==> config.mk <==
export PLATFORM = sky130hd
export DESIGN_NAME = datapath_frame_arbiter
export DESIGN_NICKNAME = d
export VERILOG_FILES = /design/src/rtl/datapath_frame_arbiter.sv
export SDC_FILE = /design/constraint.sdc
export NUM_CORES = 1
export LEC_CHECK = 0
export ABC_CLOCK_PERIOD_IN_PS = 2500
export BUFFER_PORTS_ARGS = -buffer_cell sky130_fd_sc_hd__buf_2
export CORE_MARGIN = 2
export CORE_UTILIZATION = 45
export CTS_CLUSTER_DIAMETER = 60
export DETAILED_ROUTE_END_ITERATION = 7
export PLACE_DENSITY = 0.74
export SETUP_SLACK_MARGIN = 0.02
export SYNTH_ARGS = -nofsm -noshare
export SYNTH_HDL_FRONTEND = slang
export SYNTH_SLANG_ARGS = --single-unit
==> constraint.sdc <==
create_clock -name i_clk -period 2.5 [get_ports i_clk]
set_clock_uncertainty 0.2 [all_clocks]
set_input_delay 0.25 -clock i_clk [delete_from_list [all_inputs] [get_ports i_clk]]
set_output_delay 0.25 -clock i_clk [all_outputs]
set_load 0.02 [all_outputs]
==> src/rtl/datapath_frame_arbiter.sv <==
// Frame-granular 2:1 arbiter in front of a shared datapath_gray instance.
// Ownership is granted for one frame at a time, starting on a sof beat.
// Requesters alternate round-robin when both are waiting. The winning
// stream passes through a single registered output stage with valid/busy
// flow control.
module datapath_frame_arbiter #(
  parameter int DATA_W    = 8,
  parameter int FRAME_LEN = 24
) (
  input  logic              i_clk,
  input  logic              i_rst,
  input  logic [DATA_W-1:0] data_in0,
  input  logic              valid_in0,
  input  logic              sof_in0,
  output logic              busy_out0,
  input  logic [DATA_W-1:0] data_in1,
  input  logic              valid_in1,
  input  logic              sof_in1,
  output logic              busy_out1,
  output logic [DATA_W-1:0] data_out,
  output logic              valid_out,
  output logic              sof_out,
  input  logic              busy_in,
  output logic [1:0]        grant,
  output logic              frame_done,
  output logic              err_trunc
);

  localparam int CNT_W = $clog2(FRAME_LEN + 1);
  localparam logic [CNT_W-1:0] LAST_CNT = CNT_W'(FRAME_LEN - 1);
  localparam logic [CNT_W-1:0] ONE_CNT  = CNT_W'(1);

  typedef enum logic [1:0] {
    IDLE = 2'd0,
    OWN0 = 2'd1,
    OWN1 = 2'd2
  } state_t;

  state_t            state_reg, state_next;
  logic              last_reg, last_next;
  logic [CNT_W-1:0]  cnt_reg, cnt_next;
  logic              frame_done_next, err_trunc_next;

  logic              ready;
  logic              accept;
  logic              owner;
  logic              sel_valid, sel_sof;
  logic [DATA_W-1:0] sel_data;

  // Per-requester views so the idle logic is written once for both ports.
  logic [1:0] valid_vec, sof_vec, start_vec, idle_busy_vec;
  assign valid_vec = {valid_in1, valid_in0};
  assign sof_vec   = {sof_in1, sof_in0};

  genvar gi;
  generate
    for (gi = 0; gi < 2; gi++) begin : g_req
      // A waiting sof beat requests ownership; non-sof beats are drained.
      assign start_vec[gi]     = valid_vec[gi] && sof_vec[gi];
      assign idle_busy_vec[gi] = !(valid_vec[gi] && !sof_vec[gi]);
    end
  endgenerate

  // The output register can take a new beat when empty or draining.
  assign ready = !valid_out || !busy_in;

  // Owner-side mux of the incoming stream.
  assign owner     = (state_reg == OWN1);
  assign sel_valid = owner ? valid_in1 : valid_in0;
  assign sel_sof   = owner ? sof_in1   : sof_in0;
  assign sel_data  = owner ? data_in1  : data_in0;

  assign grant = {state_reg == OWN1, state_reg == OWN0};

  // Next-state, handshake and beat-counter logic.
  always_comb begin
    state_next      = state_reg;
    last_next       = last_reg;
    cnt_next        = cnt_reg;
    busy_out0       = 1'b1;
    busy_out1       = 1'b1;
    accept          = 1'b0;
    frame_done_next = 1'b0;
    err_trunc_next  = 1'b0;
    case (state_reg)
      IDLE: begin
        busy_out0 = idle_busy_vec[0];
        busy_out1 = idle_busy_vec[1];
        cnt_next  = '0;
        if (start_vec[0] && start_vec[1]) begin
          // Tie: the requester that did not own the last frame wins.
          state_next = last_reg ? OWN0 : OWN1;
        end else if (start_vec[0]) begin
          state_next = OWN0;
        end else if (start_vec[1]) begin
          state_next = OWN1;
        end
      end
      OWN0, OWN1: begin
        if (owner) busy_out1 = !ready;
        else       busy_out0 = !ready;
        accept = sel_valid && ready;
        if (accept) begin
          if (sel_sof && (cnt_reg != '0)) begin
            // Early sof restarts the frame count from this beat.
            cnt_next       = ONE_CNT;
            err_trunc_next = 1'b1;
          end else if (cnt_reg == LAST_CNT) begin
            state_next      = IDLE;
            last_next       = owner;
            cnt_next        = '0;
            frame_done_next = 1'b1;
          end else begin
            cnt_next = cnt_reg + ONE_CNT;
          end
        end
      end
      default: state_next = IDLE;
    endcase
  end

  // Arbiter state, last owner and beat counter.
  always_ff @(posedge i_clk or posedge i_rst) begin
    if (i_rst) begin
      state_reg <= IDLE;
      last_reg  <= 1'b1;
      cnt_reg   <= '0;
    end else begin
      state_reg <= state_next;
      last_reg  <= last_next;
      cnt_reg   <= cnt_next;
    end
  end

  // Registered output stage plus one-cycle status pulses.
  always_ff @(posedge i_clk or posedge i_rst) begin
    if (i_rst) begin
      data_out   <= '0;
      valid_out  <= 1'b0;
      sof_out    <= 1'b0;
      frame_done <= 1'b0;
      err_trunc  <= 1'b0;
    end else begin
      frame_done <= frame_done_next;
      err_trunc  <= err_trunc_next;
      if (accept) begin
        data_out  <= sel_data;
        sof_out   <= sel_sof;
        valid_out <= 1'b1;
      end else if (ready) begin
        valid_out <= 1'b0;
      end
    end
  end

endmodule

==> results.md <==
* Vias per Instance at 5.39
* Number of synthesized flops with an enable pin at 0
* H-tree levels at 1
* ANT nets after route at 0
* Syn_nets at 147
* Pre-CTS setup slack at between 0.3 and 0.4 ns
* Setup ws final at ~0.17 ns
* Row count at 18
* Clk_lat worst skew at 0.30 ns
* Max FFs per register at 8
* Synth async-reset ratio at 100%
* Synth cell count leaders: 21 x nand2_1, 19 x dfrtp_1, 13 x o21ai_0
* Die width at roughly 55 um
* Starting Density at 47.2%
* CP Capture Type: output pin
* Slew Limit Fails at 0
* Placed Cells at 182
* CP Class: register to output pin
* Sequential-to-total area share from yosys stat at 42.9%
* Ant diodes at 0
* Peak supply drop at about 0.74 mV
* Synth Warn # at 0
* Final setup viols at 0
* CTS Buffer Depth at 2
* Crit-path max FO at 13
* Max_slew headroom at 48.7%
* Minimum clock period at 2.33 ns
* TNS Setup at 0 ns
* Worst hold path type: input pin to register
* Synth area leaders: dfrtp_1 41%, mux2i_1 7.7%, nand2_1 6.7%, ha_1 6.4%, o21ai_0 5.6%
* Number of port buffers at 38
* Maximum Capacitance Violations at 0
* Vias in the first global route at around 950
* Post-Synthesis Cells at 118
* Slew @ Worst Pin at 0.769 ns
* Req. time, crit path at between 2 and 2.5 ns
* DRT Wirelength at 2520 um
* Synth cell types at 35
* Cell Count, Final, Fillers Out at between 150 and 200
* Post-synth top area cell: dfrtp_1
* TritonCTS clock tree: built
* Clock Sinks at 20
* DRC at 0
* I/O pin count at 39
* Achievable frequency at 0.430 GHz
* DP Wirelength at 1920 um
* Initial antenna violation count at 0
* Global-route wire length before repair at about 4200 um
* Fillcell total at 236
* Synth Cell Area at 1170 um^2
* Largest net degree at the start of global routing at 21
* Share of cells above drive strength 1 at 35.7%
* Via count at 1007
* Die Span Y at about 55 um
* Hold WS at 0.0277 ns
* Layout area overhead at 23.1%
* Final Hold Viols at 0
* Die area at 3020 um^2
* Yosys top cell area share at 40.7%
* Routability-driven placement congestion ratio at 0.784
* Final period utilization at 93.1%
* Avg Inst Size Synth at 9.90 um^2
* WP data arrival at roughly 1.9 ns
* P per Cell Area at between 1000 and 1500 nW/um^2
* Status: completed
* RSZ-0062 raised after global routing: false
* Final nets at 187
* Reg clk slew, reported paths at 0.12 ns
* Core footprint at 2480 um^2
* Inserted Clock Buffers at 3
* DRT Pass-1 Iters at 4
* Synth Flop Type: dfrtp_1
* Setup crit start kind: register
* Iter 0 DRT Violations at 16
* Root Buffer: clkbuf_4
* R2R setup slack at between 0.3 and 0.4 ns
* GRT Total Usage at 19.3%
* Wire per inst at between 10 and 15 um
* Leak Pwr at 0.000740 uW
* Count leader, synth: nand2_1
* #FFs+latches synth at 20
* Remaining global-route overflow at 0
[cells by family (layout without fill, tap and decap cells)]
group                    after synthesis  in the layout  share of synthesized area (%)
AO/OA/AOI/OAI                         27             27                           16.2
adder cells (fa/ha/maj)                6              6                           6.42
buffers and inverters                 12             51                           4.92
flip-flops                            20             20                           42.9
multiplexers                          13             13                           11.8
AND/OR/NAND/NOR                       40             40                           17.8
[final timing paths]
path,depth (start not counted),startpoint,endpoint
max in group asynchronous,3,i_rst,data_out[4]
hold / removal,3,data_in0[1],data_out[1]
setup reg to reg,6,state_reg[0],state_reg[0]
hold reg to reg,2,data_out[0],data_out[0]
setup / recovery,6,state_reg[0],busy_out0
min in group asynchronous,3,i_rst,data_out[2]
[where the power goes]
part / total, uW / internal (uW) / switching (uW)
combinational: 1080 / 428 / 653
clock: 265 / 162 / 103
sequential: 513 / 437 / 75.3
total: 1860 / 1030 / 831
[area by class of cell]
type	instances	area [um^2]	area share (%)
Clock buffer	3	22.5	1.57
Clock inverter	1	30.0	2.09
Sequential cell	20	502	34.9
Multi-Input combinational cell	86	609	42.3
Inverter	6	22.5	1.57
Tap cell	30	37.5	2.61
Timing Repair Buffer	41	215	15.0
[layout by cell type, fill, tap and decap left out, types with 2 or more instances in the layout]
master     n
mux2i_1    9
nor2_1     4
nand3_1    3
mux2_2     3
a32o_1     2
o21ai_0   13
nand2_1   21
dfrtp_1   19
clkbuf_4   3
ha_1       6
a21oi_1    3
inv_1      6
o21bai_1   2
buf_2     38
nand2b_1   3
buf_4      2
[stage by stage]
stage / total power, uW / cell area, um^2 / utilization (%)
floorplan: 1350 / 1170 / -
global placement: 1560 / 1380 / 55.6
detailed placement: 1600 / 1380 / 55.6
CTS: 1880 / 1440 / 58.1
global route: 2010 / 1440 / 58.1
finish: 1860 / 1440 / 58.1
[timing repair]
item                      CTS  global route
gates resized for setup     0             0
setup buffers               0             0
hold endpoints to repair   19             0
hold buffers                1             0
[per-layer routing]
| layer | part of all wire [%] | wire length (um) | track usage [%] | up-vias |
|---|---|---|---|---|
| met5 | 0 | 0 | 0 | - |
| met4 | 0 | 0 | 3.66 | 0 |
| met3 | 3.7 | 94 | 3.23 | 0 |
| met2 | 55 | 1390 | 34.7 | 28 |
| met1 | 41 | 1040 | 24.4 | 485 |
| li1 | - | - | - | 494 |
[worst max-delay path, cell delays in order, from the launching register on]
cell and delay, ns:
dfrtp_1 0.42, inv_1 0.08, ha_1 0.25, buf_4 0.22, nand2b_1 0.17, a221o_1 0.29, buf_2 0.16
(Power assumes the default switching activity.)
